**src/rtl/ascii_dec_parser_pkg.sv**
```systemverilog
// Shared constants, parser state encoding and byte classification for the
// ASCII decimal parser.
package ascii_dec_parser_pkg;

   localparam logic [7:0] CHAR_CR    = 8'h0D;
   localparam logic [7:0] CHAR_LF    = 8'h0A;
   localparam logic [7:0] CHAR_SPACE = 8'h20;
   localparam logic [7:0] CHAR_MINUS = 8'h2D;
   localparam logic [7:0] CHAR_ZERO  = 8'h30;

   localparam int DEFAULT_WIDTH      = 32;
   localparam int DEFAULT_MAX_DIGITS = 10;

   typedef enum logic [1:0] {
      IDLE  = 2'd0,
      ACCUM = 2'd1,
      SKIP  = 2'd2
   } state_t;

   typedef enum logic [2:0] {
      CLS_DIGIT,
      CLS_TERM,
      CLS_SPACE,
      CLS_MINUS,
      CLS_ILLEGAL
   } byte_class_t;

   // '-' is always reported as CLS_MINUS; the parser decides whether it is legal.
   function automatic byte_class_t classify(input logic [7:0] b);
      if (b >= CHAR_ZERO && b <= (CHAR_ZERO + 8'd9)) return CLS_DIGIT;
      if (b == CHAR_CR || b == CHAR_LF)               return CLS_TERM;
      if (b == CHAR_SPACE)                            return CLS_SPACE;
      if (b == CHAR_MINUS)                            return CLS_MINUS;
      return CLS_ILLEGAL;
   endfunction

endpackage

```
**src/rtl/ascii_dec_parser_mac10.sv**
```systemverilog
// dec_mac10: combinational acc*10 + digit, carry set when the exact result
// does not fit in WIDTH bits.
module dec_mac10 #(
   parameter int WIDTH = 32
) (
   input  logic [WIDTH-1:0] acc,
   input  logic [3:0]       digit,
   output logic [WIDTH-1:0] result,
   output logic             carry
);

   logic [WIDTH+3:0] ext;
   logic [WIDTH+3:0] sum;

   // (2^W-1)*10 + 9 < 2^(W+4), so four guard bits hold the exact product.
   assign ext    = {4'b0000, acc};
   assign sum    = (ext << 3) + (ext << 1) + {{WIDTH{1'b0}}, digit};
   assign result = sum[WIDTH-1:0];
   assign carry  = |sum[WIDTH+3:WIDTH];

endmodule

```
**src/rtl/ascii_dec_parser.sv**
```systemverilog
// ASCII decimal number parser for the UART receive path.
// Optional macro ASCII_DEC_SIGNED_EN enables a leading '-' and two's complement range.
//
// state | meaning
// IDLE  | between numbers, waiting for the first digit
// ACCUM | digits of a number being accumulated
// SKIP  | bad character seen, discarding until CR/LF
module ascii_dec_parser
   import ascii_dec_parser_pkg::*;
#(
   parameter int WIDTH      = DEFAULT_WIDTH,
   parameter int MAX_DIGITS = DEFAULT_MAX_DIGITS
) (
   input  logic             clk,
   input  logic             rst_n,
   input  logic [7:0]       rx_data,
   input  logic             new_rx_data,
   output logic [WIDTH-1:0] value,
   output logic             value_valid,
   output logic             overflow,
   output logic             format_error,
   output logic             busy,
   output logic [3:0]       digit_count
);

`ifdef ASCII_DEC_SIGNED_EN
   localparam bit SIGNED_EN = 1'b1;
`else
   localparam bit SIGNED_EN = 1'b0;
`endif

   localparam logic [WIDTH-1:0] ALL_ONES = '1;
   localparam logic [WIDTH-1:0] POS_MAX  = {1'b0, {(WIDTH-1){1'b1}}};
   localparam logic [WIDTH-1:0] NEG_MAX  = {1'b1, {(WIDTH-1){1'b0}}};
   localparam logic [3:0]       MAX_CNT  = 4'(MAX_DIGITS);

   state_t           state_q, state_d;
   logic [WIDTH-1:0] acc_q, acc_d;
   logic             ovf_q, ovf_d;
   logic [3:0]       cnt_q, cnt_d;
   logic             neg_q, neg_d;
   logic [WIDTH-1:0] value_q, value_d;
   logic             overflow_q, overflow_d;
   logic             valid_d, ferr_d;

   byte_class_t      cls;
   logic [3:0]       digit;
   logic [WIDTH-1:0] limit;
   logic [WIDTH-1:0] mac_result;
   logic             mac_carry;
   logic             mac_over;

   assign cls   = classify(rx_data);
   assign digit = rx_data[3:0];

   // acc holds the magnitude; the legal ceiling depends on the sign typed.
   assign limit = !SIGNED_EN ? ALL_ONES : (neg_q ? NEG_MAX : POS_MAX);

   dec_mac10 #(.WIDTH(WIDTH)) u_mac (
      .acc    (acc_q),
      .digit  (digit),
      .result (mac_result),
      .carry  (mac_carry)
   );

   assign mac_over = mac_carry || (mac_result > limit) || (cnt_q == MAX_CNT);

   always_ff @(posedge clk or negedge rst_n) begin
      if (!rst_n) state_q <= IDLE;
      else        state_q <= state_d;
   end

   always_comb begin
      state_d    = state_q;
      acc_d      = acc_q;
      ovf_d      = ovf_q;
      cnt_d      = cnt_q;
      neg_d      = neg_q;
      value_d    = value_q;
      overflow_d = overflow_q;
      valid_d    = 1'b0;
      ferr_d     = 1'b0;
      if (new_rx_data) begin
         case (state_q)
            IDLE: begin
               case (cls)
                  CLS_DIGIT: begin
                     acc_d   = WIDTH'(digit);
                     cnt_d   = 4'd1;
                     neg_d   = 1'b0;
                     state_d = ACCUM;
                  end
                  CLS_TERM, CLS_SPACE: begin
                  end
                  CLS_MINUS: begin
                     if (SIGNED_EN) begin
                        acc_d   = '0;
                        cnt_d   = 4'd0;
                        neg_d   = 1'b1;
                        state_d = ACCUM;
                     end else begin
                        ferr_d  = 1'b1;
                        state_d = SKIP;
                     end
                  end
                  default: begin
                     ferr_d  = 1'b1;
                     state_d = SKIP;
                  end
               endcase
            end
            ACCUM: begin
               case (cls)
                  CLS_DIGIT: begin
                     if (mac_over) begin
                        acc_d = limit;
                        ovf_d = 1'b1;
                     end else begin
                        acc_d = mac_result;
                     end
                     if (cnt_q != MAX_CNT) cnt_d = cnt_q + 4'd1;
                  end
                  CLS_TERM: begin
                     // A lone '-' carries no digits and is rejected rather than read as 0.
                     if (SIGNED_EN && cnt_q == 4'd0) begin
                        ferr_d = 1'b1;
                     end else begin
                        valid_d    = 1'b1;
                        value_d    = neg_q ? (ALL_ONES - acc_q + 1'b1) : acc_q;
                        overflow_d = ovf_q;
                     end
                     acc_d   = '0;
                     ovf_d   = 1'b0;
                     cnt_d   = 4'd0;
                     neg_d   = 1'b0;
                     state_d = IDLE;
                  end
                  default: begin
                     ferr_d  = 1'b1;
                     acc_d   = '0;
                     ovf_d   = 1'b0;
                     cnt_d   = 4'd0;
                     neg_d   = 1'b0;
                     state_d = SKIP;
                  end
               endcase
            end
            SKIP: begin
               if (cls == CLS_TERM) state_d = IDLE;
            end
            default: state_d = IDLE;
         endcase
      end
   end

   always_ff @(posedge clk or negedge rst_n) begin
      if (!rst_n) begin
         acc_q        <= '0;
         ovf_q        <= 1'b0;
         cnt_q        <= 4'd0;
         neg_q        <= 1'b0;
         value_q      <= '0;
         overflow_q   <= 1'b0;
         value_valid  <= 1'b0;
         format_error <= 1'b0;
      end else begin
         acc_q        <= acc_d;
         ovf_q        <= ovf_d;
         cnt_q        <= cnt_d;
         neg_q        <= neg_d;
         value_q      <= value_d;
         overflow_q   <= overflow_d;
         value_valid  <= valid_d;
         format_error <= ferr_d;
      end
   end

   assign value       = value_q;
   assign overflow    = overflow_q;
   assign busy        = (state_q != IDLE);
   assign digit_count = cnt_q;

endmodule

```
**config.mk**
```make
export PLATFORM = sky130hd
export DESIGN_NAME = ascii_dec_parser
export DESIGN_NICKNAME = d
export VERILOG_FILES = /design/src/rtl/ascii_dec_parser_pkg.sv /design/src/rtl/ascii_dec_parser_mac10.sv /design/src/rtl/ascii_dec_parser.sv
export SDC_FILE = /design/constraint.sdc
export NUM_CORES = 1
export LEC_CHECK = 0
export BUFFER_PORTS_ARGS = -buffer_cell sky130_fd_sc_hd__buf_2
export CAP_MARGIN = 5
export CORE_UTILIZATION = 35
export CTS_CLUSTER_SIZE = 16
export DETAILED_ROUTE_END_ITERATION = 10
export SLEW_MARGIN = 10
export SYNTH_ARGS = -nofsm -noshare
export SYNTH_HDL_FRONTEND = slang
export SYNTH_SLANG_ARGS = --single-unit
```
**constraint.sdc**
```tcl
create_clock -name clk -period 4.15 [get_ports clk]
set_input_delay 0.2075 -clock clk [delete_from_list [all_inputs] [get_ports clk]]
set_output_delay 0.2075 -clock clk [all_outputs]
set_load 0.02 [all_outputs]
```
==> metrics.log, run 1 <==
[metrics] Root Buffer: clkbuf_16
[metrics] vias in the first global route: 4,565
[metrics] Die H: 127 µm
[metrics] critical setup path kind: flip-flop to flip-flop
[metrics] Worst-Margin Slew: 1180 ps
[metrics] antenna violations before repair: 0
[metrics] Synth async-reset ratio: 100%
[metrics] largest stage delay on the critical path: 550 ps
[metrics] leak pwr: 3.24 nW
[metrics] DP HPWL: 9510 µm
[metrics] maximum fanout along the worst path: 15
[metrics] path category of the worst min-delay check: input pin to async pin
[metrics] portion of synthesized cell area occupied by the leading cell type: around 34%
[metrics] number of endpoints with negative hold slack in the final report: 0
[metrics] detailed-route wire length per cell: 15.4 µm
[metrics] clk buf depth: 2
[metrics] cells after synthesis: 608
[metrics] final setup slack of the worst path: 557 ps
[metrics] setup slack on the worst flop-to-flop path: 560 ps
[metrics] total DRC errors in the routed layout: 0
[metrics] main area contributors after synthesis: dfrtp_1 (34%), ha_1 (15%), nand2_1 (9.4%), a21oi_1 (3.5%), a221o_1 (3.3%)
[metrics] reported max-cap violation count: 0
[metrics] Die X: 127 µm
[metrics] critical path's slowest cell: fa_1
[metrics] vias per std cell: 5.38
[metrics] clock latency of the later-clocked register in the worst-skew pair: 350 ps
[metrics] count of cell types in the netlist: 73
[metrics] DR vias: about 4.6k
[metrics] post-layout net count: 722
[metrics] series of cell instances along the critical path: fa_1 > inv_1 > fa_1 > nand2b_1 > a21oi_1 > o21ai_0 > a31oi_1 > a21oi_1 > mux2_4 > a31oi_4 > buf_12 > a221o_1
[metrics] global-route wire length before repair: about 22,000 µm
[metrics] GR Overflow Total: 0
[metrics] share of the cycle needed by the critical path after routing: 86.6%
[metrics] family with the most delay on the worst path: compound AO/OA/AOI/OAI gates
[metrics] # clock sinks: 74
[metrics] sequential-to-total area share from yosys stat: 33.7%
[metrics] initial standard-cell utilization of the core: 36.0%
[metrics] core region area: 15,300 µm²
[metrics] number of instances in the placed design: 844
[metrics] Diodes inserted: 0
[metrics] Avg Inst Size Synth: 9.03 µm²
[metrics] hold bufs inserted after CTS: 0
[metrics] worst path required time: 4430 ps
[metrics] result of the run: completed
[metrics] area enclosed by the die boundary: around 16,000 µm²
[metrics] number of CTS-inserted buffers: 9
[metrics] CP bufs+invs: 2
[metrics] number of nets with antenna violations after routing: 0
[metrics] Synth Cell Area: 5490 µm²
[metrics] Gates resized, CTS repair: 0
[metrics] total setup violations reported at the end of the flow: 0
[metrics] number of nets produced by synthesis: 686
[metrics] most used flip-flop cell after synthesis: dfrtp_1
[metrics] summed negative setup slack over all endpoints: 0 ps
[metrics] number of standard-cell rows in the floorplan: 45
[metrics] worst IR drop on VDD: 0.182 mV
[metrics] GPL Wtd Cong: 0.868
[metrics] count of input and output buffers: 50
[metrics] number of slew-limit violations in the final report: 0
[metrics] data arrival time of the critical path: between 3000 and 4000 ps
[metrics] setup repair after global routing missed its margin: false
[metrics] Final Hold Slack: 15.2 ps
[metrics] violation count after the first detailed-route iteration: 179
[metrics] headroom to the max-slew limit: 21.4%
[metrics] Synth warnings: 0
[metrics] wirelength, routed: 13,200 µm
[metrics] buffer count from post-CTS setup fixing: 0
[metrics] clock transition at the registers of the reported paths: around 50 ps
[metrics] upper clock frequency limit: 0.278 GHz
[metrics] non-filler cells, final: 857
[metrics] total I/O pin count: 51
[metrics] maximum number of pins on one net before global-route repair: 75
[metrics] number of flops mapped to enable cells by yosys: 0
[metrics] Overall Global Routing Usage: ~17%
[metrics] Place WS: 592 ps
[metrics] number of detailed-routing iterations run before antenna repair: 4
[metrics] most area-hungry cell type in the Yosys netlist: dfrtp_1
[metrics] growth of design area from synthesis to finish: 11.6%
[metrics] kind of end point of the critical path: flip-flop
[metrics] minimum clock period after layout: 3590 ps
[metrics] setup clock skew after layout: 5.40 ps
[metrics] share of cells above drive strength 1: 15.3%
[metrics] clock tree from TritonCTS: built
[metrics] synthesis-stage register bit count: 74
[metrics] launching element type of the critical path: flip-flop
[metrics] CTS H-Tree Depth: 3
[metrics] Power, Total: 1.79 mW
[metrics] power density of the placed cells: 291 nW/µm²
[cell families (layout without fill, tap and decap cells)]
group                      count (synthesis)  in the layout  share of synthesized area [%]
and+or+nand+nor                          223            223                           18.2
AOI/OAI and AO/OA                        172            172                           23.4
DFF                                       74             74                           33.7
adders and majority gates                 67             67                           15.5
buffers and inverters                     43             81                           4.22
xor gates and xnor gates                  26             26                           4.28
muxes                                      3              3                          0.638
[metal layers]
metal | global-route usage, % | part of all wire [%]
met5 | 0 | 0
met4 | 7.56 | 2.1
met3 | 3.02 | 3.9
met2 | 27.8 | 46
met1 | 22.7 | 48
[layout make-up]
class,count,area [µm²]
Inverter,15,56.3
Multi-Input combinational cell,491,3410
Tap cell,211,264
Clock buffer,13,260
Sequential cell,74,1850
Fill cell,1575,9130
Timing Repair Buffer,53,288
[cells in the mapped netlist (3+ instances only)]
cell and number:
o21a_1 5, and3_1 9, clkbuf_1 13, o211ai_1 3, dfrtp_1 74, o21ai_0 33, a21oi_1 38, nand4_1 6
a221o_2 8, a2111oi_0 5, buf_6 5, xor2_1 9, clkbuf_2 3, and2_1 3, a211o_1 3, nor2_1 21
ha_1 65, nand3b_1 3, nor3_1 8, inv_1 14, or2_2 3, nand3_1 11, buf_2 4, nand2_1 137
xnor2_1 16, nand2b_1 6, a21o_1 10, a221o_1 18, o21bai_1 3, o21ai_1 6, a31oi_1 10, a21oi_2 3
[worst reg2reg max path: stages, from the launching register on]
cell and delay [ps]:
dfrtp_1 420, fa_1 550, inv_1 70, fa_1 450, nand2b_1 180, a21oi_1 210, o21ai_0 160, a31oi_1 210
a21oi_1 110, mux2_4 330, a31oi_4 490, buf_12 220, a221o_1 120
[path summary, 6_finish.rpt]
kind	start	endpoint	depth (start not counted)
max	acc_q[0]	acc_q[26]	12
min	rst_n	value[16]	1
max reg2reg	acc_q[0]	acc_q[26]	12
min reg2reg	value[24]	value[24]	2
max in group asynchronous	rst_n	value[0]	1
min in group clk	new_rx_data	state_q[0]	2
[report_power, final]
part           internal, mW  switching [mW]
combinational         0.123           0.170
sequential            0.746          0.0334
clock                 0.427           0.286
[per-stage QoR]
| stage | utilization [%] | instance area, µm² |
|---|---|---|
| floorplan | - | 5490 |
| global placement | 38.5 | 5870 |
| detailed placement | 38.5 | 5870 |
| CTS | 40.2 | 6130 |
| global route | 40.2 | 6130 |
| finish | 40.2 | 6130 |
[layout by cell type, fill, tap and decap left out, types with 3 or more instances in the layout]
| cell | n |
|---|---|
| a21oi_1 | 38 |
| and2_1 | 3 |
| nand2b_1 | 6 |
| clkbuf_16 | 9 |
| ha_1 | 65 |
| and3_1 | 9 |
| nand3b_1 | 3 |
| nand3_1 | 11 |
| buf_4 | 3 |
| a21oi_2 | 3 |
| a221o_2 | 8 |
| o21a_1 | 5 |
| o21ai_0 | 33 |
| nand2_1 | 137 |
| nor2_1 | 21 |
| o21ai_1 | 6 |
| dfrtp_1 | 74 |
| a21o_1 | 10 |
| a2111oi_0 | 5 |
| or2_2 | 3 |
| nand4_1 | 6 |
| inv_1 | 14 |
| buf_2 | 49 |
| nor3_1 | 8 |
| xnor2_1 | 16 |
| o211ai_1 | 3 |
| xor2_1 | 9 |
| a31oi_1 | 10 |
| a221o_1 | 18 |
| a211o_1 | 3 |
| o21bai_1 | 3 |
[flip-flops by register name, indices dropped and copies added (netlist names)]
signal / flops
acc_q: 32
format_error: 1
overflow: 1
value_valid: 1
value: 32
state_q: 2
digit_count: 4
ovf_q: 1
Power figures use the tool's default switching activity.
==> run 2, diff against run 1 <==
CORE_UTILIZATION = 40   (was 35)
==> metrics.log, run 2 (synthesized netlist as in run 1, its figures left out) <==
[metrics] core region area: 13,300 µm² (was 15,300 µm²)
[metrics] Gates resized, CTS repair: 0 (unchanged)
[metrics] maximum fanout along the worst path: 15 (unchanged)
[metrics] setup clock skew after layout: 8.72 ps (was 5.40 ps)
[metrics] most frequent cells in the layout: nand2_1 (137), dfrtp_1 (74), ha_1 (65) (unchanged)
[metrics] share of the cycle needed by the critical path after routing: 84.1% (was 86.6%)
[metrics] uppermost layer routed: met4 (unchanged)
[metrics] number of nets with antenna violations after routing: 0 (unchanged)
[metrics] number of standard-cell rows in the floorplan: 42 (was 45)
[metrics] clk buf depth: 2 (unchanged)
[metrics] power density of the placed cells: 308 nW/µm² (was 291 nW/µm²)
[metrics] post-layout utilization of the core: 46.2% (was 40.2%)
[metrics] share of cells above drive strength 1: 15.7% (was 15.3%)
[metrics] summed negative setup slack over all endpoints: 0 ps (unchanged)
[metrics] post-layout net count: 722 (unchanged)
[metrics] number of detailed-routing iterations run before antenna repair: 4 (unchanged)
[metrics] GPL Wtd Cong: 0.835 (was 0.868)
[metrics] Diodes inserted: 0 (unchanged)
[metrics] path category of the worst min-delay check: input pin to async pin (unchanged)
[metrics] upper clock frequency limit: 0.287 GHz (was 0.278 GHz)
[metrics] total DRC errors in the routed layout: 0 (unchanged)
[metrics] number of slew-limit violations in the final report: 0 (unchanged)
[metrics] setup repair after global routing missed its margin: false (unchanged)
[metrics] violation count after the first detailed-route iteration: 176 (was 179)
[metrics] Die X: 119 µm (was 127 µm)
[metrics] clock tree from TritonCTS: built (unchanged)
[metrics] Die H: 119 µm (was 127 µm)
[metrics] CP bufs+invs: 2 (unchanged)
[metrics] result of the run: completed (unchanged)
[metrics] number of endpoints with negative hold slack in the final report: 0 (unchanged)
[metrics] DR vias: 4,582 (was 4,610)
[metrics] Root Buffer: clkbuf_16 (unchanged)
[metrics] M1 WL: 6310 µm (about the same)
[metrics] critical setup path kind: flip-flop to flip-flop (unchanged)
[metrics] total I/O pin count: 51 (unchanged)
[metrics] worst path required time: 4430 ps (about the same)
[metrics] wirelength, routed: 12,800 µm (was 13,200 µm)
[metrics] initial standard-cell utilization of the core: 41.3% (was 36.0%)
[metrics] vias per std cell: 5.55 (was 5.38)
[metrics] area enclosed by the die boundary: 14,200 µm² (was 16,200 µm²)
[metrics] reported max-cap violation count: 0 (unchanged)
[metrics] antenna violations before repair: 0 (unchanged)
[metrics] data arrival time of the critical path: 3760 ps (was 3870 ps)
[metrics] count of input and output buffers: 50 (unchanged)
[metrics] Final Hold Slack: 9.67 ps (was 15.2 ps)
[metrics] internal power: 1.40 mW (was 1.30 mW)
[metrics] clock transition at the registers of the reported paths: 60 ps (was 50 ps)
[metrics] buffer count from post-CTS setup fixing: 0 (unchanged)
[metrics] launching element type of the critical path: flip-flop (unchanged)
[metrics] GR Overflow Total: 0 (unchanged)
[metrics] global-route wire length before repair: 22,200 µm (was 22,300 µm)
[metrics] vias in the first global route: 4,531 (was 4,565)
[metrics] DP HPWL: 9380 µm (was 9510 µm)
[metrics] leak pwr: 3.27 nW (was 3.24 nW)
[metrics] sequential share of power: 41.2% (was 43.6%)
[metrics] growth of design area from synthesis to finish: 11.8% (was 11.6%)
[metrics] Power, Total: 1.89 mW (was 1.79 mW)
[metrics] commonest non-fill, non-tap cell in the layout: nand2_1 (unchanged)
[metrics] headroom to the max-slew limit: 23.2% (was 21.4%)
[metrics] WL met3: 365 µm (was 509 µm)
[metrics] Worst-Margin Slew: 1150 ps (was 1180 ps)
[metrics] Clk pwr share: 43.6% (was 39.9%)
[metrics] critical path's slowest cell: fa_1 (unchanged)
[metrics] met2 routed wirelength: 5910 µm (was 6060 µm)
[metrics] hold bufs inserted after CTS: 0 (unchanged)
[metrics] switching power share of the total: 26.1% (was 27.4%)
[metrics] series of cell instances along the critical path: fa_1 > inv_1 > fa_1 > nand2b_1 > a21oi_1 > o21ai_0 > a31oi_1 > a21oi_1 > mux2_4 > a31oi_4 > buf_12 > a221o_1 (unchanged)
[metrics] # clock sinks: 74 (unchanged)
[metrics] minimum clock period after layout: 3490 ps (was 3590 ps)
[metrics] CTS H-Tree Depth: 3 (unchanged)
[metrics] switching power summed over all nets: 0.494 mW (was 0.490 mW)
[metrics] worst IR drop on VDD: 0.196 mV (was 0.182 mV)
[metrics] family with the most delay on the worst path: compound AO/OA/AOI/OAI gates (unchanged)
[metrics] Overall Global Routing Usage: 19.5% (was 17.2%)
[metrics] maximum number of pins on one net before global-route repair: 75 (unchanged)
[metrics] total setup violations reported at the end of the flow: 0 (unchanged)
[metrics] share of total power in combinational logic: 15.1% (was 16.4%)
[metrics] largest stage delay on the critical path: 540 ps (was 550 ps)
[metrics] clock latency of the later-clocked register in the worst-skew pair: 350 ps (about the same)
[metrics] number of CTS-inserted buffers: 9 (unchanged)
[metrics] detailed-route wire length per cell: 15.5 µm (was 15.4 µm)
[metrics] kind of end point of the critical path: flip-flop (unchanged)
[run 2: area by class of cell]
class	instances	area (µm²)
Sequential cell	74	1850
Clock buffer	15	288
Fill cell	1334	7150
Clock inverter	1	30.0
Multi-Input combinational cell	491	3410
Inverter	15	56.3
Tap cell	176	220
Timing Repair Buffer	53	288
[run 2: through the flow]
step	cells	cell area, µm²	setup slack [ps]
final	825	6140	661
after global routing	825	6140	416
after CTS	825	6140	630
after detailed placement	809	5820	651
after global placement	809	5820	715
after floorplan	608	5490	1080
[run 2: final timing paths]
check                      cells after the start         end  slack, ps   startpoint
max                                           12   acc_q[24]        660     acc_q[0]
min                                            1   value[18]         10        rst_n
max reg2reg                                   12   acc_q[24]        660     acc_q[0]
min reg2reg                                    2   value[20]        460    value[20]
max in group asynchronous                      1   acc_q[30]       3520        rst_n
min in group clk                               2  state_q[0]         60  new_rx_data
[run 2: power by group through the flow]
stage	clock network (mW)	registers (mW)	logic (mW)
final	0.826	0.781	0.287
after global routing	0.875	0.785	0.324
after CTS	0.845	0.781	0.288
after detailed placement	0	0.794	0.284
after global placement	0	0.791	0.283
after floorplan	0	0.789	0.214
[run 2: layer usage]
metal / up-vias / track usage (%)
met3: 11 / 3.02
met2: 81 / 31.9
li1: 2286 / -
met1: 2204 / 26.0
met4: 0 / 7.28
met5: - / 0
